[src/rtl/scr1_tcm_arb_if.sv]
// Core-side req/ack/resp bundle for the TCM arbiter: instruction (imem) and data (dmem) ports.
// The core drives the master modport; the arbiter takes the slave modport.
interface scr1_tcm_arb_if;
    logic        imem_req;
    logic [31:0] imem_addr;
    logic        imem_req_ack;
    logic [31:0] imem_rdata;
    logic [1:0]  imem_resp;

    logic        dmem_req;
    logic        dmem_cmd;
    logic [1:0]  dmem_width;
    logic [31:0] dmem_addr;
    logic [31:0] dmem_wdata;
    logic        dmem_req_ack;
    logic [31:0] dmem_rdata;
    logic [1:0]  dmem_resp;

    modport master (
        output imem_req, imem_addr,
        input  imem_req_ack, imem_rdata, imem_resp,
        output dmem_req, dmem_cmd, dmem_width, dmem_addr, dmem_wdata,
        input  dmem_req_ack, dmem_rdata, dmem_resp
    );

    modport slave (
        input  imem_req, imem_addr,
        output imem_req_ack, imem_rdata, imem_resp,
        input  dmem_req, dmem_cmd, dmem_width, dmem_addr, dmem_wdata,
        output dmem_req_ack, dmem_rdata, dmem_resp
    );
endinterface

[src/rtl/scr1_tcm_arb.sv]
// Single-port TCM arbiter between SCR1 imem and dmem with byte-lane steering and imem starvation guard.
// Define SCR1_TCM_ARB_ERR_EN to enable out-of-range / misalignment checking (resp=10, no SRAM access).
module scr1_tcm_arb #(
    parameter int unsigned SCR1_TCM_SIZE = 32'h00010000,
    parameter int unsigned STARVE_MAX    = 4
) (
    input  logic                               clk,
    input  logic                               rst,
    scr1_tcm_arb_if.slave                      core,
    output logic                               mem_en,
    output logic                               mem_we,
    output logic [3:0]                         mem_be,
    output logic [$clog2(SCR1_TCM_SIZE)-3:0]   mem_addr,
    output logic [31:0]                        mem_wdata,
    input  logic [31:0]                        mem_rdata
);

    localparam int unsigned AW         = $clog2(SCR1_TCM_SIZE) - 2;
    localparam logic [3:0]  STARVE_LIM = 4'(STARVE_MAX);

    logic [3:0]  starve_q, starve_d;
    logic        rvld_q, rown_q, rerr_q;
    logic [1:0]  roff_q;

    logic        starved, imem_gnt, dmem_gnt, imem_err, dmem_err, acc_err;
    logic [31:0] acc_addr;
    logic [1:0]  resp_code;

    // Grant: dmem has priority unless imem has already waited STARVE_MAX dmem grants.
    assign starved  = (starve_q == STARVE_LIM);
    assign dmem_gnt = ~rst & core.dmem_req & ~(core.imem_req & starved);
    assign imem_gnt = ~rst & core.imem_req & ~dmem_gnt;

    assign core.dmem_req_ack = dmem_gnt;
    assign core.imem_req_ack = imem_gnt;

`ifdef SCR1_TCM_ARB_ERR_EN
    localparam logic [32:0] SIZE33 = 33'(SCR1_TCM_SIZE);
    assign imem_err = ({1'b0, core.imem_addr} >= SIZE33);
    assign dmem_err = ({1'b0, core.dmem_addr} >= SIZE33)
                    | ((core.dmem_width == 2'b01) & core.dmem_addr[0])
                    | (core.dmem_width[1] & (|core.dmem_addr[1:0]));
`else
    assign imem_err = 1'b0;
    assign dmem_err = 1'b0;
`endif

    assign acc_err  = dmem_gnt ? dmem_err : imem_err;
    assign acc_addr = dmem_gnt ? core.dmem_addr : core.imem_addr;

    assign mem_en   = (dmem_gnt | imem_gnt) & ~acc_err;
    assign mem_we   = dmem_gnt & core.dmem_cmd & ~dmem_err;
    assign mem_addr = acc_addr[AW+1:2];

    // Sub-word stores replicate the right-aligned data across every lane and let mem_be pick.
    always_comb begin
        mem_be    = 4'b1111;
        mem_wdata = core.dmem_wdata;
        if (dmem_gnt & core.dmem_cmd) begin
            case (core.dmem_width)
                2'b00: begin
                    mem_be    = 4'b0001 << core.dmem_addr[1:0];
                    mem_wdata = {4{core.dmem_wdata[7:0]}};
                end
                2'b01: begin
                    mem_be    = 4'b0011 << {core.dmem_addr[1], 1'b0};
                    mem_wdata = {2{core.dmem_wdata[15:0]}};
                end
                default: begin
                    mem_be    = 4'b1111;
                    mem_wdata = core.dmem_wdata;
                end
            endcase
        end
    end

    always_comb begin
        starve_d = starve_q;
        if (!core.imem_req || imem_gnt) begin
            starve_d = 4'd0;
        end else if (dmem_gnt && !starved) begin
            starve_d = starve_q + 4'd1;
        end
    end

    always_ff @(posedge clk or posedge rst) begin
        if (rst) begin
            starve_q <= 4'd0;
            rvld_q   <= 1'b0;
            rown_q   <= 1'b0;
            rerr_q   <= 1'b0;
        end else begin
            starve_q <= starve_d;
            rvld_q   <= imem_gnt | dmem_gnt;
            rown_q   <= dmem_gnt;
            rerr_q   <= acc_err;
        end
    end

    // Load offset is datapath only; it is consulted solely while a dmem response is valid.
    always_ff @(posedge clk) begin
        if (dmem_gnt) begin
            roff_q <= core.dmem_addr[1:0];
        end
    end

    assign resp_code       = rerr_q ? 2'b10 : 2'b01;
    assign core.imem_resp  = (rvld_q & ~rown_q) ? resp_code : 2'b00;
    assign core.dmem_resp  = (rvld_q &  rown_q) ? resp_code : 2'b00;
    assign core.imem_rdata = rerr_q ? 32'd0 : mem_rdata;
    assign core.dmem_rdata = rerr_q ? 32'd0 : (mem_rdata >> {roff_q, 3'b000});

endmodule

[src/flat_wrapper.sv]
// flat-port wrapper written by rule: the top's interface ports become plain ports
module scr1_tcm_arb_flat 
#(
    parameter int unsigned SCR1_TCM_SIZE = 32'h00010000,
    parameter int unsigned STARVE_MAX    = 4
)
  (clk, rst, mem_en, mem_we, mem_be, mem_addr, mem_wdata, mem_rdata, core_imem_req, core_imem_addr, core_imem_req_ack, core_imem_rdata, core_imem_resp, core_dmem_req, core_dmem_cmd, core_dmem_width, core_dmem_addr, core_dmem_wdata, core_dmem_req_ack, core_dmem_rdata, core_dmem_resp);
  scr1_tcm_arb_if core_i ();
  input  logic clk;
  input  logic rst;
  output logic mem_en;
  output logic mem_we;
  output logic [3:0] mem_be;
  output logic [$clog2(SCR1_TCM_SIZE)-3:0] mem_addr;
  output logic [31:0] mem_wdata;
  input  logic [31:0] mem_rdata;
  input wire logic [$bits(core_i.imem_req)-1:0] core_imem_req;
  input wire logic [$bits(core_i.imem_addr)-1:0] core_imem_addr;
  output wire logic [$bits(core_i.imem_req_ack)-1:0] core_imem_req_ack;
  output wire logic [$bits(core_i.imem_rdata)-1:0] core_imem_rdata;
  output wire logic [$bits(core_i.imem_resp)-1:0] core_imem_resp;
  input wire logic [$bits(core_i.dmem_req)-1:0] core_dmem_req;
  input wire logic [$bits(core_i.dmem_cmd)-1:0] core_dmem_cmd;
  input wire logic [$bits(core_i.dmem_width)-1:0] core_dmem_width;
  input wire logic [$bits(core_i.dmem_addr)-1:0] core_dmem_addr;
  input wire logic [$bits(core_i.dmem_wdata)-1:0] core_dmem_wdata;
  output wire logic [$bits(core_i.dmem_req_ack)-1:0] core_dmem_req_ack;
  output wire logic [$bits(core_i.dmem_rdata)-1:0] core_dmem_rdata;
  output wire logic [$bits(core_i.dmem_resp)-1:0] core_dmem_resp;
  assign core_i.imem_req = core_imem_req;
  assign core_i.imem_addr = core_imem_addr;
  assign core_imem_req_ack = core_i.imem_req_ack;
  assign core_imem_rdata = core_i.imem_rdata;
  assign core_imem_resp = core_i.imem_resp;
  assign core_i.dmem_req = core_dmem_req;
  assign core_i.dmem_cmd = core_dmem_cmd;
  assign core_i.dmem_width = core_dmem_width;
  assign core_i.dmem_addr = core_dmem_addr;
  assign core_i.dmem_wdata = core_dmem_wdata;
  assign core_dmem_req_ack = core_i.dmem_req_ack;
  assign core_dmem_rdata = core_i.dmem_rdata;
  assign core_dmem_resp = core_i.dmem_resp;
  scr1_tcm_arb #(.SCR1_TCM_SIZE(SCR1_TCM_SIZE), .STARVE_MAX(STARVE_MAX)) u_core (.clk(clk), .rst(rst), .core(core_i), .mem_en(mem_en), .mem_we(mem_we), .mem_be(mem_be), .mem_addr(mem_addr), .mem_wdata(mem_wdata), .mem_rdata(mem_rdata));
endmodule
[config.mk]
export PLATFORM = sky130hd
export DESIGN_NAME = scr1_tcm_arb_flat
export DESIGN_NICKNAME = d
export VERILOG_FILES = /design/src/rtl/scr1_tcm_arb_if.sv /design/src/rtl/scr1_tcm_arb.sv /design/src/flat_wrapper.sv
export SDC_FILE = /design/constraint.sdc
export NUM_CORES = 1
export LEC_CHECK = 0
export ABC_AREA = 1
export CAP_MARGIN = 20
export CORE_AREA = 3 3 98 100
export DETAILED_ROUTE_END_ITERATION = 12
export DIE_AREA = 0 0 101 103
export GPL_TIMING_DRIVEN = 0
export HOLD_SLACK_MARGIN = 0.02
export PLACE_DENSITY = 0.74
export SLEW_MARGIN = 20
export SYNTH_ARGS = -nofsm -noshare
export SYNTH_HDL_FRONTEND = slang
export SYNTH_SLANG_ARGS = --single-unit
export TNS_END_PERCENT = 5
[constraint.sdc]
create_clock -name clk -period 3.8 [get_ports clk]
set_input_delay 1.14 -clock clk [delete_from_list [all_inputs] [get_ports clk]]
set_output_delay 1.14 -clock clk [all_outputs]
set_load 0.01 [all_outputs]
==> flow_summary.yaml <==
logic_synthesis:
  ys_types: 26
  synth_seq_cells: 8
  ys_seq_area_frac: 0.09988
  syn_inst: 400
  synth.avg_cell_area_um2: 5.261
  yosysWarnings: 0
  netlist_area_mm2: 0.002105
drt:
  drc: 0
  dr.pass1.iters: 4
  routed_wl_um: 10160
  wl_per_cell_um: 13.70
  avgViaCountPerCell: 4.549
  num_vias: 3375
  drt_iter0_markers: 77
  drt.antenna.violating_nets: 0
clock_tree:
  cts_max_path_buffers: 2
  root_buffer: "clkbuf_8"
  tritoncts: "built"
  cts.sinks: 8
  clkTransAtPathRegs_ns: 0.04
  cts_buffers: 3
  worstSkewPairLatency_ns: 0.23
  cts_max_level: 1
final_layout:
  area_growth_pct: 114.1
  drive_above_1_share: 0.1656
  multi_input_area_mm2: 0.001408
  n_fill_cell: 891
  fin_nets: 772
  regArea_um2: 210.2
  diodes: 0
job:
  maxCapViolations: 0
setup_path:
  worstSetupPathType: "in -> out"
  cp.arrival_ns: 2.78
  end_kind: "output port"
  critPathLaunchType: "input port"
  critical_path.max_fanout: 10
  critPathRequiredTime_ns: 2.66
sta:
  setup_violations: 6
  finalWorstSetupSlack_ns: -0.1196
  max-slew-margin-rel: 0.5864
  fin_crit_ns: 3.920
  max_freq_mhz: 255.1
  worst_slew_pin_slew_ns: 0.6204
  hold_viol: 0
  post-route-period-util: 1.031
  setup-tns-final_ns: -0.5214
  rsz0062_at_grt: "yes"
  fin_skew_ns: 0.001867
  slew_violations: 0
outcome:
  status: "finished with violations"
  violations: "setup timing"
placed_design:
  gp_congestion: 0.9117
  hpwl_um: 8471
  io_buffer_count: 219
die:
  initial_core_util: 0.2401
  die_y_um: 103
  fp.coreArea_mm2: 0.008763
  die_w_um: 101
  ios: 257
  die_area_mm2: 0.01040
  rows: 34
global_route:
  antenna_found_initial: 0
  grt_use_total: 0.1798
  grt_pass1_wl_um: 15230
  grt_max_degree: 14
  grt-ovfl-total: 0
  grt_pass1_vias: 3203
pwr:
  p_leak_nw: 2.299
  fin_total_pwr_w: 0.0007356
  max-vdd-ir-drop_uv: 94.82
  cellPowerDensity_mw_per_mm2: 163.3
worst_hold_path:
  min_path_type: "reg -> reg"
## power by group
group / switching, W / total, W / internal (W) / leakage, nW
Combinational: 0.000233 / 0.000535 / 0.000301 / 2.18
Sequential: 0.00000142 / 0.0000935 / 0.0000920 / 0.0992
Clock: 0.0000345 / 0.000107 / 0.0000728 / 0.0228
Total: 0.000269 / 0.000736 / 0.000466 / 2.30
## layer usage
metal | vias up | wire length, µm | GRT usage
met3 | 21 | 1089 | 0.04939
met5 | - | 0 | 0
met1 | 1493 | 3603 | 0.1848
met2 | 177 | 5220 | 0.3544
li1 | 1684 | - | -
met4 | 0 | 251 | 0.05010
## timing repair
action                                  CTS  global route
pin swaps                                 4             2
gates cloned                              2             0
hold buffers                              0             0
setup buffers                             8             0
endpoints found under the hold margin     0             0
resized for setup                        78            37
endpoints found under the setup margin   46            37
## worst paths after layout
check                           cells past startpoint  slack, ns                             end                            from
worst max-delay path                                7      -0.12                     mem_addr[6]                   core_imem_req
worst min-delay path                                2       0.48  u_core.starve_q[3]$_DFFE_PP0P_  u_core.starve_q[3]$_DFFE_PP0P_
worst max register to register                      6       2.38      u_core.roff_q[1]$_DFFE_PP_  u_core.starve_q[0]$_DFFE_PP0P_
worst min register to register                      2       0.48  u_core.starve_q[3]$_DFFE_PP0P_  u_core.starve_q[3]$_DFFE_PP0P_
max in group asynchronous                           2       2.35         u_core.rvld_q$_DFF_PP0_                             rst
min in group asynchronous                           2       1.25  u_core.starve_q[2]$_DFFE_PP0P_                             rst
## cell type report
| cell class | instances | area share |
|---|---|---|
| Multi-Input combinational cell | 312 | 0.3124 |
| Buffer | 62 | 0.09914 |
| Inverter | 19 | 0.01638 |
| Tap cell | 108 | 0.02999 |
| Timing Repair Buffer | 229 | 0.4854 |
| Sequential cell | 8 | 0.04665 |
| Clock buffer | 4 | 0.009997 |
## state kept, by name, summed over array words and instances (netlist names)
name,count
u_core.starve_q,4
u_core.roff_q,2
u_core.rown_q,1
u_core.rvld_q,1
## cell usage in the layout (no fill, tap or decap), drive strengths merged
| master | instances |
|---|---|
| dlymetal6s2s | 6 |
| o211ai | 4 |
| dfrtp | 6 |
| clkdlybuf4s15 | 1 |
| xor2 | 2 |
| nand3 | 26 |
| nor2 | 25 |
| buf | 76 |
| o22ai | 1 |
| nand2 | 209 |
| nand4 | 1 |
| o21ai | 11 |
| edfxtp | 2 |
| dlygate4sd2 | 15 |
| a21oi | 15 |
| a22oi | 6 |
| clkdlybuf4s50 | 176 |
| conb | 2 |
| mux2i | 8 |
| clkbuf | 21 |
| inv | 19 |
| ha | 2 |
## per-stage QoR
| stage | cells | hold slack (ns) | utilization | setup WS [ns] | area (µm²) |
|---|---|---|---|---|---|
| floorplan | 401 | 0.4489 | - | 0.7868 | 2108 |
| global placement | 728 | 0.4657 | 0.5061 | -0.3280 | 4436 |
| detailed placement | 728 | 0.4666 | 0.5061 | -0.3594 | 4436 |
| CTS | 742 | 0.4819 | 0.5170 | -0.1652 | 4531 |
| global route | 742 | 0.5309 | 0.5141 | -0.2175 | 4506 |
| finish | 742 | 0.4763 | 0.5141 | -0.1196 | 4506 |
## critical path, stage by stage
cell,delay (ns)
clkdlybuf4s50_1,0.51
nand4_2,0.14
nand2_4,0.15
buf_4,0.18
nand2_1,0.06
nand2_1,0.07
clkdlybuf4s50_1,0.53
## cell usage after synthesis
cell,instances,area share
buf_4,46,0.16
nand2_4,1,0.0054
mux2i_1,8,0.038
a21oi_1,15,0.036
a22oi_1,6,0.021
dfrtp_1,6,0.071
ha_1,2,0.012
o21ai_0,6,0.014
nor2_4,2,0.011
nor2_2,2,0.0059
nand3_2,1,0.0048
conb_1,1,0.0018
o22ai_1,1,0.0030
clkbuf_1,5,0.0089
buf_6,2,0.011
inv_1,15,0.027
o211ai_1,4,0.014
nand2_1,208,0.37
xor2_1,2,0.0083
inv_2,4,0.0071
buf_2,9,0.021
o21ai_1,5,0.012
nor2_1,21,0.037
nand4_2,1,0.0059
nand3_1,25,0.059
edfxtp_1,2,0.029
## kinds of logic (layout without fill, tap and decap cells)
kind of cell,Yosys count,in the layout,share of synthesized area
other,1,2,0.001782
AO/OA/AOI/OAI,37,37,0.1005
buffers and inverters,81,314,0.2390
adder cells (fa/ha/maj),2,2,0.01189
multiplexers,8,8,0.03805
flip-flops,8,8,0.09988
XOR/XNOR,2,2,0.008325
AND/OR/NAND/NOR,261,261,0.5006
(Power assumes the default switching activity.)
